`src/rtl/lsu_pkg.sv`:
```
// Shared constants, size codes and state type for the load/store control unit.
package lsu_pkg;

  localparam logic [2:0] F3_B  = 3'b000;
  localparam logic [2:0] F3_H  = 3'b001;
  localparam logic [2:0] F3_W  = 3'b010;
  localparam logic [2:0] F3_BU = 3'b100;
  localparam logic [2:0] F3_HU = 3'b101;

  localparam logic [1:0] SZ_BYTE     = 2'b00;
  localparam logic [1:0] SZ_HALF     = 2'b01;
  localparam logic [1:0] SZ_WORD     = 2'b10;
  localparam logic [1:0] LD_UNSIGNED = 2'b11;

  typedef enum logic [1:0] {
    S_IDLE,
    S_ACCESS,
    S_RESP
  } lsu_state_e;

  // Stores only accept the three signed encodings; loads also allow bu/hu.
  function automatic logic f3_legal(input logic we, input logic [2:0] f3);
    if (we) return (f3 == F3_B) || (f3 == F3_H) || (f3 == F3_W);
    return (f3 == F3_B) || (f3 == F3_H) || (f3 == F3_W) ||
           (f3 == F3_BU) || (f3 == F3_HU);
  endfunction

  function automatic logic [1:0] f3_last_idx(input logic [2:0] f3);
    case (f3[1:0])
      2'b00:   return 2'd0;
      2'b01:   return 2'd1;
      default: return 2'd3;
    endcase
  endfunction

endpackage

```
`src/rtl/lsu_load_extend.sv`:
```
// Sign/zero extension of a byte-assembled load value according to funct3.
module lsu_load_extend
  import lsu_pkg::*;
(
  input  logic [31:0] data_i,
  input  logic [2:0]  funct3_i,
  output logic [31:0] result_o
);

  always_comb begin
    result_o = data_i;
    case (funct3_i)
      F3_B:    result_o = {{24{data_i[7]}}, data_i[7:0]};
      F3_BU:   result_o = {24'h0, data_i[7:0]};
      F3_H:    result_o = {{16{data_i[15]}}, data_i[15:0]};
      F3_HU:   result_o = {16'h0, data_i[15:0]};
      default: result_o = data_i;
    endcase
  end

endmodule

```
`src/rtl/lsu_ctrl.sv`:
```
// Load/store controller: checks requests, issues native or byte-split memory
// beats, reassembles misaligned loads and returns a single response pulse.
module lsu_ctrl
  import lsu_pkg::*;
#(
  parameter int unsigned MEM_BYTES = 128
) (
  input  logic        clk,
  input  logic        reset,
  input  logic        req_valid,
  output logic        req_ready,
  input  logic        req_we,
  input  logic [2:0]  req_funct3,
  input  logic [31:0] req_addr,
  input  logic [31:0] req_wdata,
  output logic        resp_valid,
  output logic        resp_err,
  output logic [31:0] resp_rdata,
  output logic        mem_wr_en,
  output logic [31:0] mem_addr,
  output logic [31:0] mem_wdata,
  output logic [1:0]  mem_store_size,
  output logic [1:0]  mem_load_size,
  output logic [2:0]  mem_funct3,
  input  logic [31:0] mem_rdata
);

  lsu_state_e  state_q;
  logic        we_q;
  logic [2:0]  f3_q;
  logic [31:0] addr_q;
  logic [31:0] wdata_q;
  logic        misal_q;
  logic        err_q;
  logic [1:0]  beat_q;
  logic [1:0]  last_q;
  logic [31:0] asm_q;
  logic [31:0] rdata_q;

  logic [31:0] asm_d;
  logic [31:0] ext_d;
  logic [1:0]  req_last;
  logic [32:0] req_end;
  logic        req_err;
  logic        req_aligned;

  // End address is formed in 33 bits so a request near 2^32 cannot wrap in range.
  always_comb begin
    req_last    = f3_last_idx(req_funct3);
    req_end     = {1'b0, req_addr} + {31'h0, req_last};
    req_err     = !f3_legal(req_we, req_funct3) || (req_end >= 33'(MEM_BYTES));
    req_aligned = (req_last == 2'd0) ||
                  (req_last == 2'd1 && !req_addr[0]) ||
                  (req_last == 2'd3 && req_addr[1:0] == 2'b00);
  end

  always_comb begin
    asm_d = asm_q;
    asm_d[{beat_q, 3'b000} +: 8] = mem_rdata[7:0];
  end

  lsu_load_extend u_extend (
    .data_i   (asm_d),
    .funct3_i (f3_q),
    .result_o (ext_d)
  );

  always_ff @(posedge clk or posedge reset) begin
    if (reset) begin
      state_q <= S_IDLE;
      we_q    <= 1'b0;
      f3_q    <= 3'b000;
      addr_q  <= 32'h0;
      wdata_q <= 32'h0;
      misal_q <= 1'b0;
      err_q   <= 1'b0;
      beat_q  <= 2'd0;
      last_q  <= 2'd0;
      asm_q   <= 32'h0;
      rdata_q <= 32'h0;
    end else begin
      case (state_q)
        S_IDLE: begin
          if (req_valid) begin
            we_q    <= req_we;
            f3_q    <= req_funct3;
            addr_q  <= req_addr;
            wdata_q <= req_wdata;
            misal_q <= !req_aligned;
            err_q   <= req_err;
            beat_q  <= 2'd0;
            last_q  <= req_last;
            asm_q   <= 32'h0;
            rdata_q <= 32'h0;
            state_q <= req_err ? S_RESP : S_ACCESS;
          end
        end
        S_ACCESS: begin
          if (!misal_q) begin
            if (!we_q) rdata_q <= mem_rdata;
            state_q <= S_RESP;
          end else begin
            if (!we_q) asm_q <= asm_d;
            if (beat_q == last_q) begin
              if (!we_q) rdata_q <= ext_d;
              state_q <= S_RESP;
            end else begin
              beat_q <= beat_q + 2'd1;
            end
          end
        end
        S_RESP:  state_q <= S_IDLE;
        default: state_q <= S_IDLE;
      endcase
    end
  end

  assign req_ready  = (state_q == S_IDLE);
  assign resp_valid = (state_q == S_RESP);
  assign resp_err   = resp_valid && err_q;
  assign resp_rdata = resp_valid ? rdata_q : 32'h0;

  // Memory port is driven only from registered state, and stays quiet outside ACCESS.
  always_comb begin
    mem_wr_en      = 1'b0;
    mem_addr       = 32'h0;
    mem_wdata      = 32'h0;
    mem_store_size = SZ_BYTE;
    mem_load_size  = SZ_BYTE;
    mem_funct3     = 3'b000;
    if (state_q == S_ACCESS) begin
      mem_wr_en = we_q;
      if (!misal_q) begin
        mem_addr       = addr_q;
        mem_wdata      = wdata_q;
        mem_store_size = f3_q[1:0];
        mem_load_size  = f3_q[2] ? LD_UNSIGNED : f3_q[1:0];
        mem_funct3     = f3_q;
      end else begin
        mem_addr       = addr_q + {30'h0, beat_q};
        mem_wdata      = wdata_q >> {beat_q, 3'b000};
        mem_store_size = SZ_BYTE;
        mem_load_size  = we_q ? SZ_BYTE : LD_UNSIGNED;
        mem_funct3     = we_q ? F3_B : F3_BU;
      end
    end
  end

endmodule

```
`config.mk`:
```
export PLATFORM = sky130hd
export DESIGN_NAME = lsu_ctrl
export DESIGN_NICKNAME = d
export VERILOG_FILES = /design/src/rtl/lsu_pkg.sv /design/src/rtl/lsu_load_extend.sv /design/src/rtl/lsu_ctrl.sv
export SDC_FILE = /design/constraint.sdc
export NUM_CORES = 1
export LEC_CHECK = 0
export CAP_MARGIN = 20
export CORE_UTILIZATION = 36
export CTS_CLUSTER_DIAMETER = 80
export CTS_CLUSTER_SIZE = 12
export DETAILED_ROUTE_END_ITERATION = 12
export PLACE_DENSITY = 0.67
export SLEW_MARGIN = 40
export SYNTH_ARGS = -nofsm -noshare
export SYNTH_HDL_FRONTEND = slang
export SYNTH_SLANG_ARGS = --single-unit
```
`constraint.sdc`:
```
create_clock -name clk -period 13.85 [get_ports clk]
set_input_delay 2.0775 -clock clk [delete_from_list [all_inputs] [get_ports clk]]
set_output_delay 2.0775 -clock clk [all_outputs]
set_load 0.1 [all_outputs]
```
After elaboration in Yosys (flattened, before gate mapping)

Cells that the tools add are included.

Add/subtract/negate cells: 4
$lt $le $gt $ge: 1
Eq/ne operators: 20
Shift operators: 3
Multiplexer cells: 39
Reduce and logical (&&, ||, !) cells: 25

Operators by type and width:

| operator                                                                             | number |
|---|---|
| 32-bit two-way mux                                                                   | 12 |
| 32-bit case mux with 2 select lines                                                  | 2 |
| 32-bit case mux with 4 select lines                                                  | 1 |
| 32-bit by 2-bit adder with 33-bit output                                             | 1 |
| 33-bit by 8-bit greater-or-equal comparator with 1-bit output, second input constant | 1 |
| 32-bit by 2-bit adder with 32-bit output                                             | 1 |
| 32-bit bitwise mux                                                                   | 1 |
| 8-bit by 7-bit variable shift with 32-bit output, first input constant               | 1 |
| 8-bit by 7-bit indexed part select with 32-bit output                                | 1 |
| 32-bit by 5-bit >> shifter with 32-bit output                                        | 1 |
| 2-bit two-way mux                                                                    | 13 |
| 3-bit equality test, second input constant                                           | 4 |
| 2-bit case mux with 2 select lines                                                   | 3 |
| 3-bit two-way mux                                                                    | 3 |
| 3-bit inequality test, second input constant                                         | 3 |
| 2-bit logical NOT                                                                    | 4 |
| 2-bit inequality test, second input constant                                         | 4 |
| 4-bit AND reduction                                                                  | 2 |
| 1-bit logical OR                                                                     | 7 |
| 5-bit negator with 7-bit output                                                      | 1 |
| 2-bit by 1-bit equality test with 1-bit output, second input constant                | 3 |
| 3-bit by 1-bit equality test with 1-bit output, second input constant                | 2 |
| 3-bit logical NOT                                                                    | 2 |
| 5-bit AND reduction                                                                  | 1 |
| other kinds (9)                                                                      | 18 |

Register bits: 140
Output and inout bits: 107
Logic and storage cells: 103

Longest topological paths before layout

Word-level depth: 11
Mapped depth: 12
Gate-level depth less buffers: 10

By module

From an unflattened synthesis, not the netlist that was laid out.

Cell total of the unflattened synthesis: 1185
Area total of the unflattened synthesis: 9236.4 µm²

Modules (own cells, without submodules):

| module          | times used | cells an instance | area an instance (µm²) | seq. area each (µm²) |
|---|---|---|---|---|
| lsu_ctrl        | 1          | 1118              | 8881.0                 | 3503.4 |
| lsu_load_extend | 1          | 67                | 355.3                  | 0.0 |

Worst setup path after synthesis

No wires, ideal clock.

Path kind: register to output
Start: register beat_q[1]
End: output port mem_addr[30]
Arrival: 4022 ps
Required time: 11773 ps
Slack: 7751 ps
Cell stages (with the launch flop): 10
Buffers on the path: 1
Cells stage by stage: dfrtp_1 clkinv_1 clkbuf_1 fa_1 nor3_1 nand4_1 nor4_1 nand4_1 xor2_1 nor2_1

Longest elaborated chain between the ends: 3

RTL lines:

| item                                     | line            | text |
|---|---|---|
| from (decl)                              | lsu_ctrl.sv:35  | `logic [1:0] beat_q;` |
| from (signal assigned)                   | lsu_ctrl.sv:108 | `beat_q <= beat_q + 2'd1;` |
| 32-bit by 2-bit adder with 32-bit output | lsu_ctrl.sv:140 | `mem_addr = addr_q + {30'h0, beat_q};` |
| 32-bit two-way mux                       | lsu_ctrl.sv:133 | `if (!misal_q) begin` |
| 32-bit two-way mux                       | lsu_ctrl.sv:131 | `if (state_q == S_ACCESS) begin` |
| to (decl)                                | lsu_ctrl.sv:20  | `output logic [31:0] mem_addr,` |

Every way passes these cells.

Worst setup path after layout

Ends and elaborated chain as after synthesis.

==> flow_summary.json <==
{
  "hold_viol_final": 0,
  "via_count": 8132,
  "crit_type": "reg2out",
  "nNetsFinal": 1345,
  "grt_antenna_before_repair": 0,
  "synth-seq-cells": 140,
  "cp_common_cell": "nand4_1",
  "yosysTopAreaCell": "dfrtp_1",
  "ctsHoldBuffers": 0,
  "rr_startpoint": "beat_q[1]",
  "cp.arrival_ps": 4960,
  "synth_warnings": 0,
  "synth.distinct_cells": 62,
  "grt_max_degree": 83,
  "globalRouteOverflowTotal": 0,
  "clockPowerShare_pct": 41.3,
  "drv_slew": 0,
  "crit_path_max_incr_delay_ps": 800,
  "fill_cells": 2279,
  "min_path_type": "reg2reg",
  "whs_ps": 456.9,
  "ys.flop_type": "dfrtp_1",
  "tritoncts": "done",
  "fin_crit_ps": 7033,
  "grt_setup_unrepaired": "false",
  "grt_usage_pct": 21.47,
  "fin_tns_setup_ps": 0,
  "wl_per_cell_um": 16.86,
  "synth_edf_count": 0,
  "drc": 0,
  "p_sw_share_pct": 30.17,
  "cts_setup_buffers": 0,
  "setup_viol": 0,
  "period_share_pct": 50.78,
  "ir_worst_vdd_mv": 0.07330,
  "synth_seq_area_share_pct": 41.03,
  "netlist.area_leader.share_pct": 41.03,
  "synth_nets": 1179,
  "worstSetupStartpointType": "flip-flop",
  "cts-resized-gates": 0,
  "multi_input_area_um2": 4599,
  "worstRegToRegCells": 9,
  "ys_async_sr_fraction_pct": 100.0,
  "slew_headroom_pct": 45.92,
  "status": "complete, no violations",
  "p_per_area_nw_per_um2": 99.57,
  "drtIter0Drc": 436,
  "synth_area_um2": 8538,
  "power_frac_seq_pct": 43.3,
  "r2r-end": "rdata_q[31]",
  "dieArea_um2": 24340,
  "cts_buffers": 17,
  "maxCapViolations": 0,
  "slowest_stage": "clkinv_1",
  "num_rows": 55,
  "area_growth_pct": 27.54,
  "drive_above_1_share_pct": 14.71,
  "skew_ps": 11.94,
  "r2r_setup_slack_ps": 9730,
  "synthTopCellsByArea": "dfrtp_1 41%, nand2_1 11%, a22o_1 4.7%, a21oi_1 4.0%, nor2_1 3.4%",
  "fp.dieW_um": 156.0,
  "crit_path_cell_trace": "clkinv_1 > fa_1 > nor3_1 > nand4_1 > buf_4 > nor4_1 > nand4_1 > xor2_1 > nor2_1 > buf_2",
  "avgViaCountPerCell": 5.223,
  "fin_util_pct": 47.52,
  "power.switching_uw": 327.1,
  "clkTransAtPathRegs_ps": 60,
  "worstMarginPinSlew_ps": 811.2,
  "worstPathMaxFanout": 28,
  "syn_avg_cell_area_um2": 8.017,
  "final-seq-area_um2": 3505,
  "synth_cells": 1065,
  "p_comb_share_pct": 15.5,
  "initial_core_util_pct": 37.26,
  "portBuffers": 209,
  "p_int_uw": 757.2,
  "grt_pass1_vias": 7506,
  "ys_top_cells_by_count": "247 x nand2_1, 140 x dfrtp_1, 78 x nor2_1",
  "cts.sinks": 140,
  "fmax_mhz": 142.2,
  "ant_nets": 0,
  "grt_pass1_wl_um": 41040,
  "clk_latency_ps": 430,
  "dpl.hpwl_um": 18590,
  "clockBufferDepth": 2,
  "clock-root-buffer": "clkbuf_16",
  "p_leak_nw": 5.168,
  "route.final.wire_length_um": 26250,
  "hold_end": "rdata_q[13]",
  "endpoint_kind": "primary output",
  "top_level_ports": 210,
  "crit_required_ps": 11770,
  "die_y_um": 156.0,
  "cts_max_level": 4,
  "routabilityCongestion": 0.8318,
  "core-area_um2": 22920,
  "min_delay_path_depth": 2,
  "worstHoldStart": "rdata_q[13]",
  "first_pass_iters": 5,
  "n_antenna_cell": 0,
  "yosysMostFrequentCell": "nand2_1"
}
[sequential cells by signal, summed over array words and instances (netlist names)]
name,flops
beat_q,2
misal_q,1
addr_q,32
asm_q,32
state_q,2
we_q,1
wdata_q,32
rdata_q,32
last_q,2
f3_q,3
err_q,1
[layout make-up]
| type | count | area share (%) |
|---|---|---|
| Multi-Input combinational cell | 805 | 42.24 |
| Sequential cell | 140 | 32.18 |
| Timing Repair Buffer | 221 | 15.16 |
| Clock buffer | 18 | 3.941 |
| Tap cell | 313 | 3.596 |
| Inverter | 46 | 1.632 |
| Clock inverter | 14 | 1.252 |
[metal layers]
layer	vias up	track usage, %	part of all wire (%)
li1	3992	-	-
met1	3819	29.08	46
met2	289	33.06	45
met3	32	5.472	7.3
met4	0	7.470	1.9
met5	-	0	0
[how the worst max path moves through the flow]
stage                          from           end  slack, ps  depth (start not counted)
after global routing      beat_q[1]  mem_addr[30]       6380                         10
after global placement    beat_q[1]  mem_addr[30]       6700                         10
after detailed placement  beat_q[1]  mem_addr[30]       7230                         10
after floorplan           beat_q[1]  mem_addr[30]       7750                          9
final                     beat_q[1]  mem_addr[30]       6820                         10
after CTS                 beat_q[1]  mem_addr[30]       6770                         10
[power by group through the flow]
stage / combinational, mW / clock [mW] / sequential (mW)
floorplan: 0.107 / 0 / 0.464
global placement: 0.165 / 0 / 0.475
detailed placement: 0.167 / 0 / 0.475
CTS: 0.168 / 0.456 / 0.468
global route: 0.186 / 0.471 / 0.473
finish: 0.168 / 0.448 / 0.469
[critical path, delay by kind of cell, from the launching register on]
kind	cells	cell delay (ps)
XOR/XNOR	1	180
adder cells (fa/ha/maj)	1	740
buffers and inverters	3	1430
flip-flops	1	720
AND/OR/NAND/NOR	5	1460
[placed cells by master (no fill, tap or decap), types with 34 or more instances in the layout]
master,Yosys,final
nor2_1,78,78
buf_2,2,107
a21oi_1,68,68
o21ai_0,49,48
inv_1,45,44
a22o_1,46,46
and2_1,35,34
nand2_1,247,246
clkdlybuf4s50_1,0,102
dfrtp_1,140,139
[stage by stage]
step           power [mW]  cells  area (µm²)  worst slack, ps
2_1_floorplan      0.5711   1065        8538             7751
3_3_place_gp       0.6404   1525       10840             6697
3_5_place_dp       0.6424   1525       10310             7227
4_1_cts             1.093   1557       10880             6766
5_1_grt             1.130   1557       10890             6385
6_report            1.084   1557       10890             6817
[cell families (layout without fill, tap and decap cells)]
| kind of cell | count (synthesis) | in the layout | share of synthesized area [%] |
|---|---|---|---|
| and+or+nand+nor | 505 | 505 | 28.14 |
| AOI/OAI and AO/OA | 241 | 241 | 18.32 |
| DFF | 140 | 140 | 41.03 |
| buffers and inverters | 120 | 299 | 5.437 |
| xor gates and xnor gates | 33 | 33 | 3.385 |
| muxes | 15 | 15 | 1.905 |
| adders and majority gates | 11 | 11 | 1.788 |
No activity file was read; power rests on OpenSTA's default activity.
